===== src/rtl/output_drain_pkg.sv =====
`default_nettype none
// ============================================================================
// Module      : output_drain_pkg
// Description : Shared types and constants for the output drain stage.
//               Holds the drain FSM state encoding, the output-buffer port
//               control words, and the default widths shared with the array
//               controller.
// Revision    : 1.0 - initial release
// ============================================================================
package output_drain_pkg;

    // Default widths, shared with the array controller
    localparam int DRAIN_DATA_W = 16;
    localparam int DRAIN_ADDR_W = 6;
    localparam int DRAIN_FIFO_D = 2;

    // Drain FSM states
    typedef enum logic [1:0] {
        IDLE  = 2'd0,
        READ  = 2'd1,
        FLUSH = 2'd2,
        FIN   = 2'd3
    } drain_state_t;

    // Output-buffer control word (wen/cen active-low, ren active-high)
    typedef struct packed {
        logic wen;
        logic ren;
        logic cen;
    } buf_ctrl_t;

    localparam buf_ctrl_t BUF_IDLE = '{wen: 1'b1, ren: 1'b0, cen: 1'b1};
    localparam buf_ctrl_t BUF_READ = '{wen: 1'b1, ren: 1'b1, cen: 1'b0};

    // A new read may issue when the words already held plus the one in
    // flight leave a free FIFO slot. A pop in the same cycle frees a slot
    // in time for the word that would be captured next cycle, which is
    // what lets the stream sustain one word per cycle.
    function automatic logic credit_ok(input logic [1:0] count,
                                       input logic       inflight,
                                       input logic       pop,
                                       input int         depth);
        return (int'(count) + int'(inflight)) < (depth + int'(pop));
    endfunction

endpackage : output_drain_pkg
`default_nettype wire


===== src/rtl/output_drain_if.sv =====
`default_nettype none
// ============================================================================
// Module      : output_drain_if
// Description : Bus bundle of the output drain stage: the output-buffer
//               read port and the valid/ready result stream to the host.
//               master - the drain stage (drives buffer control, stream out)
//               slave  - the buffer/host side
// Signals     : output_wen/ren/cen/addr  buffer control (wen, cen active-low)
//               output_q                 buffer read data (1-cycle latency)
//               M_DATA/M_VALID/M_LAST    stream out
//               M_READY                  stream backpressure
// Revision    : 1.0 - initial release
// ============================================================================
interface output_drain_if
    import output_drain_pkg::*;
#(
    parameter int DATA_W = DRAIN_DATA_W,
    parameter int ADDR_W = DRAIN_ADDR_W
) ();

    logic              output_wen;
    logic              output_ren;
    logic              output_cen;
    logic [ADDR_W-1:0] output_addr;
    logic [DATA_W-1:0] output_q;

    logic [DATA_W-1:0] M_DATA;
    logic              M_VALID;
    logic              M_READY;
    logic              M_LAST;

    modport master (
        output output_wen,
        output output_ren,
        output output_cen,
        output output_addr,
        input  output_q,
        output M_DATA,
        output M_VALID,
        output M_LAST,
        input  M_READY
    );

    modport slave (
        input  output_wen,
        input  output_ren,
        input  output_cen,
        input  output_addr,
        output output_q,
        input  M_DATA,
        input  M_VALID,
        input  M_LAST,
        output M_READY
    );

endinterface : output_drain_if
`default_nettype wire


===== src/rtl/output_drain_fifo.sv =====
`default_nettype none
// ============================================================================
// Module      : drain_fifo
// Description : Two-entry registered skid FIFO. Slot 0 is always the head,
//               so the head output comes straight from a register.
// Ports       : CLK        clock
//               RESET      asynchronous active-low reset
//               push       write push_data this cycle
//               push_data  word to write
//               pop        remove the head this cycle (ignored when empty)
//               count      number of words held (0..2)
//               head       oldest word held
// Revision    : 1.0 - initial release
// ============================================================================
module drain_fifo #(
    parameter int DATA_W = 16
) (
    input  wire logic              CLK,
    input  wire logic              RESET,
    input  wire logic              push,
    input  wire logic [DATA_W-1:0] push_data,
    input  wire logic              pop,
    output logic      [1:0]        count,
    output logic      [DATA_W-1:0] head
);

    logic [1:0]        r_count;
    logic [DATA_W-1:0] r_slot0;
    logic [DATA_W-1:0] r_slot1;
    logic              w_pop;

    assign w_pop = pop && (r_count != 2'd0);

    always_ff @(posedge CLK or negedge RESET) begin
        if (!RESET) begin
            r_count <= 2'd0;
            r_slot0 <= '0;
            r_slot1 <= '0;
        end else begin
            case ({push, w_pop})
                2'b10: begin
                    if (r_count == 2'd0) begin
                        r_slot0 <= push_data;
                    end else begin
                        r_slot1 <= push_data;
                    end
                    r_count <= r_count + 2'd1;
                end
                2'b01: begin
                    if (r_count == 2'd2) begin
                        r_slot0 <= r_slot1;
                    end
                    r_count <= r_count - 2'd1;
                end
                2'b11: begin
                    // Occupancy unchanged; the incoming word lands behind
                    // whatever survives the pop.
                    if (r_count == 2'd1) begin
                        r_slot0 <= push_data;
                    end else begin
                        r_slot0 <= r_slot1;
                        r_slot1 <= push_data;
                    end
                end
                default: begin
                end
            endcase
        end
    end

    assign count = r_count;
    assign head  = r_slot0;

`ifndef SYNTHESIS
    a_no_overflow: assert property (@(posedge CLK) disable iff (!RESET)
        !(push && !w_pop && (r_count == 2'd2)));
`endif

endmodule : drain_fifo
`default_nettype wire


===== src/rtl/output_drain.sv =====
`default_nettype none
// ============================================================================
// Module      : output_drain
// Description : Reads a result block out of the output buffer after a run
//               and streams it to the host over valid/ready. Handles the
//               buffer's 1-cycle read latency and absorbs host backpressure
//               in a 2-entry skid FIFO with credit-based read issue.
// Ports       : CLK        clock
//               RESET      asynchronous active-low reset
//               EN         global enable (low: no new reads, state held)
//               START      one-cycle start pulse (accepted only in IDLE)
//               BASE_ADDR  first output-buffer word
//               LEN        number of words (0 = nothing to drain)
//               BUSY       high from accepted START until DONE
//               DONE       one-cycle pulse after the last word is accepted
//               bus        output_drain_if master (buffer port + stream)
// Revision    : 1.0 - initial release
// ============================================================================
module output_drain
    import output_drain_pkg::*;
#(
    parameter int DATA_W = DRAIN_DATA_W,
    parameter int ADDR_W = DRAIN_ADDR_W,
    parameter int FIFO_D = DRAIN_FIFO_D
) (
    input  wire logic              CLK,
    input  wire logic              RESET,
    input  wire logic              EN,
    input  wire logic              START,
    input  wire logic [ADDR_W-1:0] BASE_ADDR,
    input  wire logic [ADDR_W-1:0] LEN,
    output logic                   BUSY,
    output logic                   DONE,
    output_drain_if.master         bus
);

    drain_state_t      r_state;
    drain_state_t      w_state_nxt;

    logic [ADDR_W-1:0] r_rd_addr;
    logic [ADDR_W-1:0] r_remaining;
    logic [ADDR_W-1:0] r_len;
    logic [ADDR_W-1:0] r_emitted;
    logic [ADDR_W-1:0] r_addr_hold;
    logic              r_inflight;
    logic              r_busy;

    logic              w_start;
    logic              w_first;
    logic              w_issue;
    logic              w_valid;
    logic              w_pop;
    logic [ADDR_W-1:0] w_issue_addr;
    logic [ADDR_W-1:0] w_issue_rem;
    logic [1:0]        w_count;
    logic [DATA_W-1:0] w_head;
    buf_ctrl_t         w_ctrl;

    // ------------------------------------------------------------------
    // Issue decision
    // ------------------------------------------------------------------
    assign w_start = (r_state == IDLE) && START && EN;

    // The first read goes out in the START cycle itself, straight from
    // BASE_ADDR; the FIFO is empty and nothing is in flight in IDLE, so
    // it always has credit. This gives first data two cycles after START.
    assign w_first = w_start && (LEN != '0);

    assign w_valid = (w_count != 2'd0);
    assign w_pop   = w_valid && bus.M_READY;

    assign w_issue = w_first ||
                     ((r_state == READ) && EN && (r_remaining != '0) &&
                      credit_ok(w_count, r_inflight, w_pop, FIFO_D));

    assign w_issue_addr = w_first ? BASE_ADDR : r_rd_addr;
    assign w_issue_rem  = w_first ? LEN : r_remaining;

    // ------------------------------------------------------------------
    // FSM
    // ------------------------------------------------------------------
    always_ff @(posedge CLK or negedge RESET) begin
        if (!RESET) begin
            r_state <= IDLE;
        end else begin
            r_state <= w_state_nxt;
        end
    end

    always_comb begin
        w_state_nxt = r_state;
        case (r_state)
            IDLE: begin
                if (w_start) begin
                    if (LEN == '0) begin
                        w_state_nxt = FIN;
                    end else if (LEN == ADDR_W'(1)) begin
                        w_state_nxt = FLUSH;
                    end else begin
                        w_state_nxt = READ;
                    end
                end
            end
            READ: begin
                if (w_issue && (r_remaining == ADDR_W'(1))) begin
                    w_state_nxt = FLUSH;
                end
            end
            FLUSH: begin
                // Leave as the final word is being accepted so that DONE
                // lands in the very next cycle.
                if (EN && !r_inflight &&
                    ((w_count == 2'd0) || ((w_count == 2'd1) && w_pop))) begin
                    w_state_nxt = FIN;
                end
            end
            FIN: begin
                w_state_nxt = IDLE;
            end
            default: begin
                w_state_nxt = IDLE;
            end
        endcase
    end

    // ------------------------------------------------------------------
    // Address, count and credit registers
    // ------------------------------------------------------------------
    always_ff @(posedge CLK or negedge RESET) begin
        if (!RESET) begin
            r_rd_addr   <= '0;
            r_remaining <= '0;
            r_len       <= '0;
            r_emitted   <= '0;
            r_addr_hold <= '0;
            r_inflight  <= 1'b0;
            r_busy      <= 1'b0;
        end else begin
            // Set on issue, cleared the cycle after: marks output_q valid.
            r_inflight <= w_issue;

            if (w_pop) begin
                r_emitted <= r_emitted + ADDR_W'(1);
            end

            if (w_start) begin
                r_rd_addr   <= BASE_ADDR;
                r_remaining <= LEN;
                r_len       <= LEN;
                r_emitted   <= '0;
                r_busy      <= 1'b1;
            end

            // Address wraps naturally modulo 2^ADDR_W.
            if (w_issue) begin
                r_rd_addr   <= w_issue_addr + ADDR_W'(1);
                r_remaining <= w_issue_rem - ADDR_W'(1);
                r_addr_hold <= w_issue_addr;
            end

            if (r_state == FIN) begin
                r_busy <= 1'b0;
            end
        end
    end

    // ------------------------------------------------------------------
    // Skid FIFO: captures output_q the cycle after every issue,
    // regardless of EN, since the buffer has already been read.
    // ------------------------------------------------------------------
    drain_fifo #(
        .DATA_W (DATA_W)
    ) u_fifo (
        .CLK       (CLK),
        .RESET     (RESET),
        .push      (r_inflight),
        .push_data (bus.output_q),
        .pop       (w_pop),
        .count     (w_count),
        .head      (w_head)
    );

    // ------------------------------------------------------------------
    // Outputs
    // ------------------------------------------------------------------
    assign w_ctrl          = w_issue ? BUF_READ : BUF_IDLE;
    assign bus.output_wen  = w_ctrl.wen;
    assign bus.output_ren  = w_ctrl.ren;
    assign bus.output_cen  = w_ctrl.cen;
    assign bus.output_addr = w_issue ? w_issue_addr : r_addr_hold;

    assign bus.M_VALID = w_valid;
    assign bus.M_DATA  = w_head;
    assign bus.M_LAST  = w_valid && (r_emitted == (r_len - ADDR_W'(1)));

    assign BUSY = r_busy;
    assign DONE = (r_state == FIN);

`ifndef SYNTHESIS
    a_credit: assert property (@(posedge CLK) disable iff (!RESET)
        (int'(w_count) + int'(r_inflight)) <= FIFO_D);
`endif

endmodule : output_drain
`default_nettype wire


===== src/flat_wrapper.sv =====
// flat-port wrapper written by rule: the top's interface ports become plain ports
module output_drain_flat import output_drain_pkg::*;
#(
    parameter int DATA_W = DRAIN_DATA_W,
    parameter int ADDR_W = DRAIN_ADDR_W,
    parameter int FIFO_D = DRAIN_FIFO_D
)
  (CLK, RESET, EN, START, BASE_ADDR, LEN, BUSY, DONE, bus_output_wen, bus_output_ren, bus_output_cen, bus_output_addr, bus_output_q, bus_M_DATA, bus_M_VALID, bus_M_LAST, bus_M_READY);
  output_drain_if #(.DATA_W(DATA_W), .ADDR_W(ADDR_W)) bus_i ();
  input  wire logic CLK;
  input  wire logic RESET;
  input  wire logic EN;
  input  wire logic START;
  input  wire logic [ADDR_W-1:0] BASE_ADDR;
  input  wire logic [ADDR_W-1:0] LEN;
  output logic BUSY;
  output logic DONE;
  output wire logic [$bits(bus_i.output_wen)-1:0] bus_output_wen;
  output wire logic [$bits(bus_i.output_ren)-1:0] bus_output_ren;
  output wire logic [$bits(bus_i.output_cen)-1:0] bus_output_cen;
  output wire logic [$bits(bus_i.output_addr)-1:0] bus_output_addr;
  input wire logic [$bits(bus_i.output_q)-1:0] bus_output_q;
  output wire logic [$bits(bus_i.M_DATA)-1:0] bus_M_DATA;
  output wire logic [$bits(bus_i.M_VALID)-1:0] bus_M_VALID;
  output wire logic [$bits(bus_i.M_LAST)-1:0] bus_M_LAST;
  input wire logic [$bits(bus_i.M_READY)-1:0] bus_M_READY;
  assign bus_output_wen = bus_i.output_wen;
  assign bus_output_ren = bus_i.output_ren;
  assign bus_output_cen = bus_i.output_cen;
  assign bus_output_addr = bus_i.output_addr;
  assign bus_i.output_q = bus_output_q;
  assign bus_M_DATA = bus_i.M_DATA;
  assign bus_M_VALID = bus_i.M_VALID;
  assign bus_M_LAST = bus_i.M_LAST;
  assign bus_i.M_READY = bus_M_READY;
  output_drain #(.DATA_W(DATA_W), .ADDR_W(ADDR_W), .FIFO_D(FIFO_D)) u_core (.CLK(CLK), .RESET(RESET), .EN(EN), .START(START), .BASE_ADDR(BASE_ADDR), .LEN(LEN), .BUSY(BUSY), .DONE(DONE), .bus(bus_i));
endmodule

===== config.mk =====
export PLATFORM = sky130hd
export DESIGN_NAME = output_drain_flat
export DESIGN_NICKNAME = d
export VERILOG_FILES = /design/src/rtl/output_drain_pkg.sv /design/src/rtl/output_drain_if.sv /design/src/rtl/output_drain_fifo.sv /design/src/rtl/output_drain.sv /design/src/flat_wrapper.sv
export SDC_FILE = /design/constraint.sdc
export NUM_CORES = 1
export LEC_CHECK = 0
export BUFFER_PORTS_ARGS = -buffer_cell sky130_fd_sc_hd__clkbuf_2
export CELL_PAD_IN_SITES_DETAIL_PLACEMENT = 1
export CELL_PAD_IN_SITES_GLOBAL_PLACEMENT = 1
export CORE_ASPECT_RATIO = 0.5
export CORE_UTILIZATION = 44
export CTS_CLUSTER_DIAMETER = 60
export CTS_CLUSTER_SIZE = 16
export DETAILED_ROUTE_END_ITERATION = 16
export GPL_ROUTABILITY_DRIVEN = 0
export GPL_TIMING_DRIVEN = 0
export PLACE_DENSITY_LB_ADDON = 0.12
export SLEW_MARGIN = 20
export SYNTH_ARGS = -nofsm -noshare
export SYNTH_HDL_FRONTEND = slang
export SYNTH_SLANG_ARGS = --single-unit

===== constraint.sdc =====
create_clock -name CLK -period 3.05 [get_ports CLK]
set_clock_uncertainty 0.15 [all_clocks]
set_input_delay 0.4575 -clock CLK [delete_from_list [all_inputs] [get_ports CLK]]
set_output_delay 0.4575 -clock CLK [all_outputs]
set_load 0.01 [all_outputs]

==> run summary, run 1 <==
DR vias -> 3697
total CTS buffers -> 9
Final setup viols -> 0
Worst Tran Pin Value -> 0.6505 ns
post-synthesis sequential area ratio -> 42.55%
Total Nets Final -> 564
Cells after Synth -> 425
Worst path max stage delay -> 0.43 ns
share of cells above drive strength 1 -> 28.52%
Chip Height -> 69.41 µm
Core Area -> 8768 µm²
EDFF count, synth -> 0
Overflow after GRT -> 0
final WL -> 11630 µm
largest net degree at the start of global routing -> 47
Worst path top cell family by delay -> simple AND/OR/NAND/NOR gates
wire per inst -> 18.28 µm
Syn Nets -> 475
synth unique cells -> 70
Pins Over Slew Limit -> 0
CTS tree -> built
hold violation count in the final report -> 0
DRT iter0 DRCs -> 179
Worst Hold Class -> input pin to register
vias in the first global route -> 3802
critical path class -> register to output pin
clock slew at reported path FFs -> 0.06 ns
Final Cycle Share -> 97.73%
initial core utilization -> 45.61%
DIE AREA -> 9497 µm²
synthesized cell area -> 3999 µm²
CP cell instances -> ha_4, or3b_4, a22oi_2, nand2_2, buf_6, nand2_1, a31oi_4, buf_2
minimum clock period -> 2.981 ns
Seq cells post-synth -> 68
initial antenna violation count -> 0
GR Util All Layers -> 26.02%
Buffers on Ports -> 59
Pwr per Cell Area -> 1128 nW/µm²
Rel. slew slack -> 56.30%
fmax -> 335.5 MHz
worst vdd ir -> 0.4973 mV
setup TNS -> 0 ns
run status -> complete, no violations
Detail Placement HPWL -> 8073 µm
buffer and inverter count on the worst path -> 2
remaining antenna violation count -> 0
DR DRC count -> 0
row count -> 24
die width -> 136.8 µm
vias per cell -> 5.813
fillers -> 1050
H-tree depth -> 3
clock root buffer -> clkbuf_16
slowest cell on the critical path -> dfrtp_2
Final Core Density -> 57.09%
P&R area growth vs syn -> 25.19%
RSZ-0062 raised after global routing -> yes
Critical Path RT -> 2.44 ns
CTS Sinks -> 68
Skew-Pair Late Insertion Delay -> 0.34 ns
Yosys warnings -> 0
drt pass-1 iters -> 6
clock buffer depth -> 2
crit-path max FO -> 10
Tot Pwr -> 0.005645 W
Mean Syn Cell Area -> 9.409 µm²
first-pass GRT wire length -> 19050 µm
Main synth FF type -> dfrtp_1
# diodes -> 0
crit end category -> output pin
IO Pins -> 62
ys async rst share -> 100.0%
leakage -> 2.198 nW
CP Data Arrival Time -> 2.37 ns
Critical Path Start Type -> register
maxcap violations -> 0
## Yosys cell counts (3+ instances only)
| cell | count | area share [%] |
|---|---|---|
| xnor2_1 | 9 | 2.0 |
| ha_1 | 17 | 5.3 |
| nand3b_1 | 5 | 0.94 |
| o211ai_1 | 6 | 1.1 |
| a22oi_1 | 18 | 3.4 |
| mux2_2 | 18 | 5.1 |
| a31oi_1 | 9 | 1.4 |
| dfrtp_1 | 68 | 43 |
| and3_1 | 3 | 0.47 |
| buf_2 | 5 | 0.63 |
| nand2_1 | 57 | 5.4 |
| a2bb2oi_1 | 3 | 0.66 |
| nor2b_1 | 3 | 0.47 |
| nor3_1 | 13 | 1.6 |
| o21ai_1 | 4 | 0.50 |
| o21ai_0 | 14 | 1.8 |
| nor2_1 | 39 | 3.7 |
| clkbuf_1 | 9 | 0.84 |
| o22ai_1 | 3 | 0.47 |
| a21o_1 | 3 | 0.56 |
| inv_1 | 12 | 1.1 |
| xor2_1 | 5 | 1.1 |
| nand3_1 | 9 | 1.1 |
| or3_1 | 4 | 0.63 |
| a21oi_1 | 28 | 3.5 |
| a211oi_1 | 5 | 0.94 |
## registers in the layout, summed over array words and instances (netlist names), 2 cells and up
name                   count
u_core.u_fifo.head        16
u_core.u_fifo.r_slot1     16
u_core.r_addr_hold         6
u_core.r_emitted           6
u_core.r_len               6
u_core.r_rd_addr           6
u_core.r_remaining         6
u_core.r_state             2
u_core.u_fifo.count        2
## per-layer routing
| metal | global-route usage (%) | vias to the layer above | routed length (µm) |
|---|---|---|---|
| met4 | 7.326 | 0 | 158 |
| met2 | 44.50 | 102 | 5622 |
| met5 | 0 | - | 0 |
| met1 | 32.80 | 1850 | 5285 |
| met3 | 6.140 | 18 | 560 |
| li1 | - | 1727 | - |
## cells by family after synthesis
family,count (synthesis),share of synthesized area (%)
and+or+nand+nor,148,17.55
AOI/OAI and AO/OA,125,22.28
DFF,68,42.55
buffers and inverters,32,3.535
muxes,20,5.601
adders and majority gates,17,5.319
xor gates and xnor gates,14,3.066
other,1,0.09378
## final cells by class
cell class / instances / area [µm²] / area share (%)
plain buffers: 18 / 97.59 / 1.950
clock buffers: 10 / 229.0 / 4.574
clock inverters: 6 / 88.84 / 1.775
inverters: 13 / 48.80 / 0.9748
multi-input cells: 325 / 2222 / 44.39
flip-flops and latches: 68 / 1703 / 34.02
well taps: 117 / 146.4 / 2.924
repair buffers: 79 / 470.5 / 9.398
## worst paths after layout
path | endpoint | slack (ns) | cells after the start | from
setup / recovery | bus_output_addr[2] | 0.07 | 8 | u_core.r_inflight
min in group asynchronous | u_core.u_fifo.head[14] | 0.45 | 2 | RESET
setup reg to reg | u_core.r_remaining[4] | 0.24 | 9 | u_core.r_state[0]
hold reg to reg | u_core.r_addr_hold[1] | 0.33 | 1 | u_core.r_addr_hold[1]
max in group asynchronous | u_core.r_inflight | 1.74 | 3 | RESET
hold / removal | u_core.u_fifo.r_slot1[10] | 0.23 | 2 | bus_output_q[10]
## cell usage in the layout, fill, tap and decap left out, types with 3 or more instances in the layout
cell type / n
a211oi_1: 5
a21o_1: 3
a21oi_1: 28
a22oi_1: 18
a2bb2oi_1: 3
a31oi_1: 5
a31oi_2: 3
and3_1: 3
buf_2: 6
buf_4: 21
clkbuf_1: 10
clkbuf_16: 9
clkbuf_2: 55
dfrtp_1: 67
ha_1: 15
inv_1: 11
mux2_2: 18
nand2_1: 56
nand3_1: 9
nand3b_1: 5
nor2_1: 39
nor2b_1: 3
nor3_1: 13
o211ai_1: 6
o21ai_0: 14
o21ai_1: 4
o22ai_1: 3
or3_1: 4
xnor2_1: 9
xor2_1: 5
## through the flow
| stage | hold WS, ns | worst slack [ns] | instances | area, µm² |
|---|---|---|---|---|
| finish | 0.2271 | 0.06915 | 636 | 5006 |
| global route | 0.2314 | -0.03742 | 636 | 5006 |
| CTS | 0.2204 | -0.0005103 | 630 | 4903 |
| detailed placement | 0.2665 | -0.08787 | 602 | 4471 |
| global placement | 0.3147 | -0.05716 | 601 | 4441 |
| floorplan | 0.01191 | 0.4306 | 425 | 3999 |
## power by group
group          switching (W)  internal, W
logic                0.00156      0.00127
clock network       0.000405     0.000715
registers           0.000352      0.00134
## worst reg2reg max path: stages (launching register included)
cell,delay (ns)
dfrtp_1,0.43
inv_1,0.12
ha_1,0.22
and3_1,0.24
buf_2,0.37
nand2_1,0.11
a21boi_0,0.26
ha_1,0.31
o211ai_1,0.15
a221o_1,0.34
## timing repair
action | in CTS | in global routing
hold buffers | 1 | 0
buffers inserted | 12 | 6
pin swaps | 4 | 10
gates resized for setup | 5 | 15
hold endpoints to repair | 22 | 0
endpoints found under the setup margin | 12 | 17
No activity file was read; power rests on OpenSTA's default activity.
==> run 2: changes to the inputs <==
PLACE_DENSITY = 0.89   (was default)
PLACE_DENSITY_LB_ADDON = default   (was 0.12)
==> run 2 against run 1 <==
- routed wire length increased by 10%
- first-iteration DRC count up 48%
- utilization is 0.56 points higher
- total power rose by 3.3%
- clock power fell by 4%
- cell area up 0.97%
- register-to-register slack worse by 0.04 ns
- non-clock buffer count up 3
- global-route usage increased by 2.1 points
- hold slack worse by 0.0086 ns
- sequential power about the same
- die area unchanged
- critical endpoint is now bus_output_addr[1]
- largest cell class unchanged
- largest power group unchanged
==> run summary, run 2 (synthesis results as in run 1) <==
run status -> complete, no violations
Chip Height -> 69.41 µm
remaining antenna violation count -> 0
DR vias -> 3848
most common cell after layout, fill and taps aside -> dfrtp_1
Pins Over Slew Limit -> 0
R2R depth -> 12
wl on met1 -> 5455 µm
Rel. slew slack -> 62.76%
slowest cell on the critical path -> dfrtp_2
die width -> 136.8 µm
reg2reg end -> u_core.r_rd_addr[4]
DIE AREA -> 9497 µm²
vias in the first global route -> 4131
row count -> 24
crit-path max FO -> 5
Final Core Density -> 57.65%
wire per inst -> 20.02 µm
Worst Hold Class -> input pin to register
Skew-Pair Late Insertion Delay -> 0.34 ns
DR DRC count -> 0
R2R setup slack -> 0.20 ns
buffer and inverter count on the worst path -> 1
critical path class -> register to output pin
leakage -> 2.216 nW
initial core utilization -> 45.61%
clock buffer depth -> 2
CP cell instances -> ha_4, or3b_4, a22o_4, o21ai_4, mux2_4, clkbuf_2
first-pass GRT wire length -> 20550 µm
RR Startpoint -> u_core.r_state[1]
CTS Sinks -> 68
Critical Path RT -> 2.44 ns
Worst path top cell family by delay -> compound AO/OA/AOI/OAI gates
drt pass-1 iters -> 5
IO Pins -> 62
largest net degree at the start of global routing -> 38
Tot Pwr -> 0.005832 W
hold violation count in the final report -> 0
maxcap violations -> 0
Detail Placement HPWL -> 8162 µm
Core Area -> 8768 µm²
clock slew at reported path FFs -> 0.06 ns
share of cells above drive strength 1 -> 30.84%
Final setup viols -> 0
Critical Path Start Type -> register
hold depth -> 2
worst vdd ir -> 0.4632 mV
minimum clock period -> 3.015 ns
vias per cell -> 6.022
DRT iter0 DRCs -> 265
GR Util All Layers -> 28.08%
Total Nets Final -> 567
setup TNS -> 0 ns
Post-Layout Inst Area -> 5055 µm²
max layer used -> met4
clock root buffer -> clkbuf_16
H-tree depth -> 3
crit end category -> output pin
Pwr per Cell Area -> 1154 nW/µm²
fmax -> 331.7 MHz
dpl cell area -> 4463 µm²
initial antenna violation count -> 0
DR WL met3 -> 680 µm
P&R area growth vs syn -> 26.41%
total CTS buffers -> 9
Buffers on Ports -> 59
CP Data Arrival Time -> 2.41 ns
Overflow after GRT -> 0
WL met2 -> 6394 µm
most frequent cells in the layout -> dfrtp_1, clkbuf_2, nand2_1, nor2_1, a21oi_1
# diodes -> 0
Worst path max stage delay -> 0.43 ns
CTS tree -> built
Worst Tran Pin Value -> 0.5549 ns
final WL -> 12790 µm
Final Cycle Share -> 98.85%
Hold Path Sink -> u_core.u_fifo.r_slot1[5]
Hold Startpoint -> bus_output_q[5]
-- run 2: where the power goes --
part | total [W] | internal (W) | switching (W)
Combinational | 0.00304 | 0.00136 | 0.00168
Clock | 0.00107 | 0.000637 | 0.000435
Sequential | 0.00172 | 0.00135 | 0.000374
-- run 2: worst max path at each step --
stage | startpoint | endpoint | slack [ns] | cells after the start
4_1_cts | u_core.u_fifo.count[0] | bus_output_addr[3] | -0.02 | 8
2_1_floorplan | u_core.u_fifo.count[0] | bus_output_addr[2] | 0.43 | 8
3_5_place_dp | u_core.r_state[1] | u_core.r_remaining[4] | -0.08 | 11
6_report | u_core.r_inflight | bus_output_addr[1] | 0.04 | 6
5_1_grt | u_core.r_inflight | bus_output_addr[1] | -0.01 | 6
3_3_place_gp | u_core.r_state[1] | u_core.r_remaining[4] | -0.002 | 11
-- run 2: worst register-to-register path, cell delays in order, from the launching register on --
cell	delay, ns
dfrtp_1	0.44
inv_1	0.13
ha_1	0.21
nand3_1	0.14
a21oi_2	0.25
clkbuf_4	0.27
nand2_1	0.13
nand2_1	0.09
ha_2	0.24
a31oi_1	0.10
o21ai_0	0.17
a21oi_1	0.12
nor4_2	0.31
-- run 2: what timing repair did --
action | CTS | global route
endpoints found under the hold margin | 31 | 0
endpoints found under the setup margin | 7 | 18
hold buffers | 1 | 0
pin swaps | 8 | 7
setup buffers | 13 | 8
gates resized for setup | 13 | 19
-- run 2: metrics by stage --
stage	std cells	hold WS [ns]	setup WS, ns
after floorplan	425	0.01191	0.4306
after global routing	639	0.2209	-0.01276
after detailed placement	602	0.3111	-0.07520
after CTS	631	0.2107	-0.02270
final	639	0.2185	0.03518
after global placement	601	0.3145	-0.002180
-- run 2: area by class of cell --
type                       count  area (µm²)
sequential                    68        1704
clock inverter                 7       75.07
buffer                        18       100.1
fill                        1035        3714
tap                          117       146.4
inverter                      13       48.80
multi-input combinational    325        2260
clock buffer                   9       225.2
timing repair buffer          82       495.5
-- run 2: per-layer routing --
layer,vias up,global-route usage [%]
met1,1935,33.77
met5,-,0
met2,149,48.96
li1,1732,-
met3,32,6.433
met4,0,10.50
==> run 3: changes to the inputs <==
PLACE_DENSITY = 0.88   (was 0.89)
SYNTH_HIERARCHICAL = 1   (was default)
clock period = 3.12 ns   (was 3.05 ns; I/O delays follow)
==> run 3 against run 2 <==
- routed wire length down 13%
- final cell count down 3.9%
- synthesized cell count down 2.4%
- total power down 5.3%
- critical path type is now input pin to output pin
- critical endpoint is now bus_output_addr[4]
- largest power group unchanged
==> run summary, run 3 <==
count leader, synth -> dfrtp_1
synth unique cells -> 63
buffer and inverter count on the worst path -> 4
Worst path max stage delay -> 0.56 ns
maxcap violations -> 0
crit-path max FO -> 10
Worst Tran Pin Value -> 0.5695 ns
Critical Path RT -> 2.50 ns
Cells after Synth -> 415
vias in the first global route -> 3629
Critical Path Start Type -> input pin
Pins Over Slew Limit -> 0
CP cell instances -> clkbuf_2, or4_4, o21ai_4, buf_4, clkbuf_4, nor2_1, a31oi_1, clkbuf_2
Worst Hold Class -> input pin to register
Core Area -> 8768 µm²
CTS Sinks -> 68
leakage -> 2.203 nW
R2R depth -> 11
post-synthesis sequential area ratio -> 42.42%
critical path class -> input pin to output pin
Yosys warnings -> 6
dpl cell area -> 4481 µm²
Final Cycle Share -> 96.89%
worst vdd ir -> 0.5141 mV
reg2reg end -> u_core/r_remaining[4]
Synth Area in Compound Gates -> 20.71%
CTS tree -> built
top cells by area, synth -> dfrtp_1, ha_1, o21ai_0, mux2_2, nand2_1
Total Nets Final -> 544
IO Pins -> 62
P&R area growth vs syn -> 22.08%
share of cells above drive strength 1 -> 28.57%
wire per inst -> 18.18 µm
Buffers on Ports -> 60
adder-cell share of the synthesized area -> 5.926%
Pwr per Cell Area -> 1127 nW/µm²
Hold Startpoint -> bus_output_q[12]
clock root buffer -> clkbuf_16
clock slew at reported path FFs -> 0.06 ns
hold violation count in the final report -> 0
simple logic cell fraction of the synthesized area -> 16.91%
slowest cell on the critical path -> or4_4
Overflow after GRT -> 0
clock buffer depth -> 2
Tot Pwr -> 0.005520 W
Worst path top cell family by delay -> buffers and inverters
Detail Placement HPWL -> 7695 µm
CP Data Arrival Time -> 2.41 ns
initial core utilization -> 45.75%
synthesized cell area -> 4011 µm²
Seq cells post-synth -> 68
largest net degree at the start of global routing -> 37
post-synth top area share -> 42.42%
Mean Syn Cell Area -> 9.666 µm²
remaining antenna violation count -> 0
# diodes -> 0
row count -> 24
Hold Path Sink -> u_core/u_fifo/r_slot1[12]
most common cell after layout, fill and taps aside -> dfrtp_1
vias per cell -> 5.650
DRT iter0 DRCs -> 156
run status -> complete, no violations
Yosys top cell by area -> dfrtp_1
multiplexer share of the synthesized area -> 6.176%
Final setup viols -> 0
Post-Layout Inst Area -> 4897 µm²
die width -> 137.0 µm
total CTS buffers -> 9
most used cell, CP -> clkbuf_2
first-pass GRT wire length -> 18290 µm
most frequent cells in the layout -> dfrtp_1, clkbuf_2, nand2_1, o21ai_0, nor2_1
Post-Synth XOR/XNOR Area -> 3.275%
fillers -> 1027
fmax -> 330.8 MHz
drt pass-1 iters -> 4
DIE AREA -> 9526 µm²
DR DRC count -> 0
largest family of logic cells by synthesized area -> compound AO/OA/AOI/OAI gates
ys async rst share -> 100.0%
minimum clock period -> 3.023 ns
initial antenna violation count -> 0
Skew-Pair Late Insertion Delay -> 0.34 ns
final WL -> 11160 µm
Main synth FF type -> dfrtp_1
GR Util All Layers -> 25.22%
RR Startpoint -> u_core/r_state[1]
Rel. slew slack -> 61.95%
RSZ-0062 raised after global routing -> no
H-tree depth -> 3
hold depth -> 2
crit end category -> output pin
most frequent cells after synthesis -> dfrtp_1, nand2_1, o21ai_0
DR vias -> 3469
Syn Nets -> 467
Chip Height -> 69.52 µm
EDFF count, synth -> 0
R2R setup slack -> 0.22 ns
[run 3: worst max path at each step]
stage	start	endpoint	slack (ns)	cells past startpoint
floorplan	LEN[4]	u_core/r_rd_addr[4]	0.45	10
global route	u_core/r_inflight	bus_output_addr[5]	0.003	8
CTS	u_core/r_inflight	bus_output_addr[2]	0.04	8
detailed placement	u_core/u_fifo/count[0]	bus_output_addr[4]	-0.12	8
finish	LEN[3]	bus_output_addr[4]	0.1	8
global placement	u_core/u_fifo/count[0]	bus_output_addr[2]	-0.04	8
[run 3: final cells by class]
type / instances / area, µm² / share of cell area [%]
buffer: 20 / 142.6 / 2.913
clock buffer: 10 / 229.0 / 4.676
clock inverter: 6 / 111.4 / 2.274
inverter: 11 / 41.29 / 0.8431
multi-input combinational: 315 / 2152 / 43.94
sequential: 68 / 1704 / 34.80
tap: 117 / 146.4 / 2.989
timing repair buffer: 67 / 370.4 / 7.563
[run 3: kinds of logic after synthesis]
logic type | Yosys count
and+or+nand+nor | 138
AOI/OAI and AO/OA | 121
DFF | 68
buffers and inverters | 32
muxes | 21
adders and majority gates | 19
xor gates and xnor gates | 15
other | 1
[run 3: where the power goes]
group | internal (W) | leakage, nW | switching (W)
combinational | 0.00122 | 1.23 | 0.00148
sequential | 0.00132 | 0.807 | 0.000320
clock | 0.000782 | 0.163 | 0.000400
total | 0.00332 | 2.20 | 0.00220
[run 3: what timing repair did]
item / 4_1_cts / 5_1_grt
buffers inserted: 3 / 2
gates resized for setup: 7 / 6
setup endpoints to repair: 6 / 7
hold buffers: 1 / 0
hold endpoints to repair: 32 / 0
gates cloned: 0 / 0
pin swaps: 3 / 1
[run 3: metrics by stage]
stage | TNS (ns) | cells | utilization (%) | hold slack (ns) | worst slack (ns)
6_report | 0 | 614 | 55.85 | 0.2310 | 0.09695
3_3_place_gp | -0.1569 | 592 | 50.84 | 0.3292 | -0.04399
4_1_cts | 0 | 612 | 55.48 | 0.2205 | 0.04420
2_1_floorplan | 0 | 415 | - | 0.02241 | 0.4521
3_5_place_dp | -0.3912 | 593 | 51.10 | 0.3305 | -0.1191
5_1_grt | 0 | 614 | 55.85 | 0.2276 | 0.003496
[run 3: metal layers]
metal,vias to the layer above,part of all wire (%),global-route usage (%)
met5,-,0,0
met4,0,1.6,7.814
met3,18,4.2,5.556
met2,79,51,44.95
met1,1715,43,30.17
li1,1657,-,-
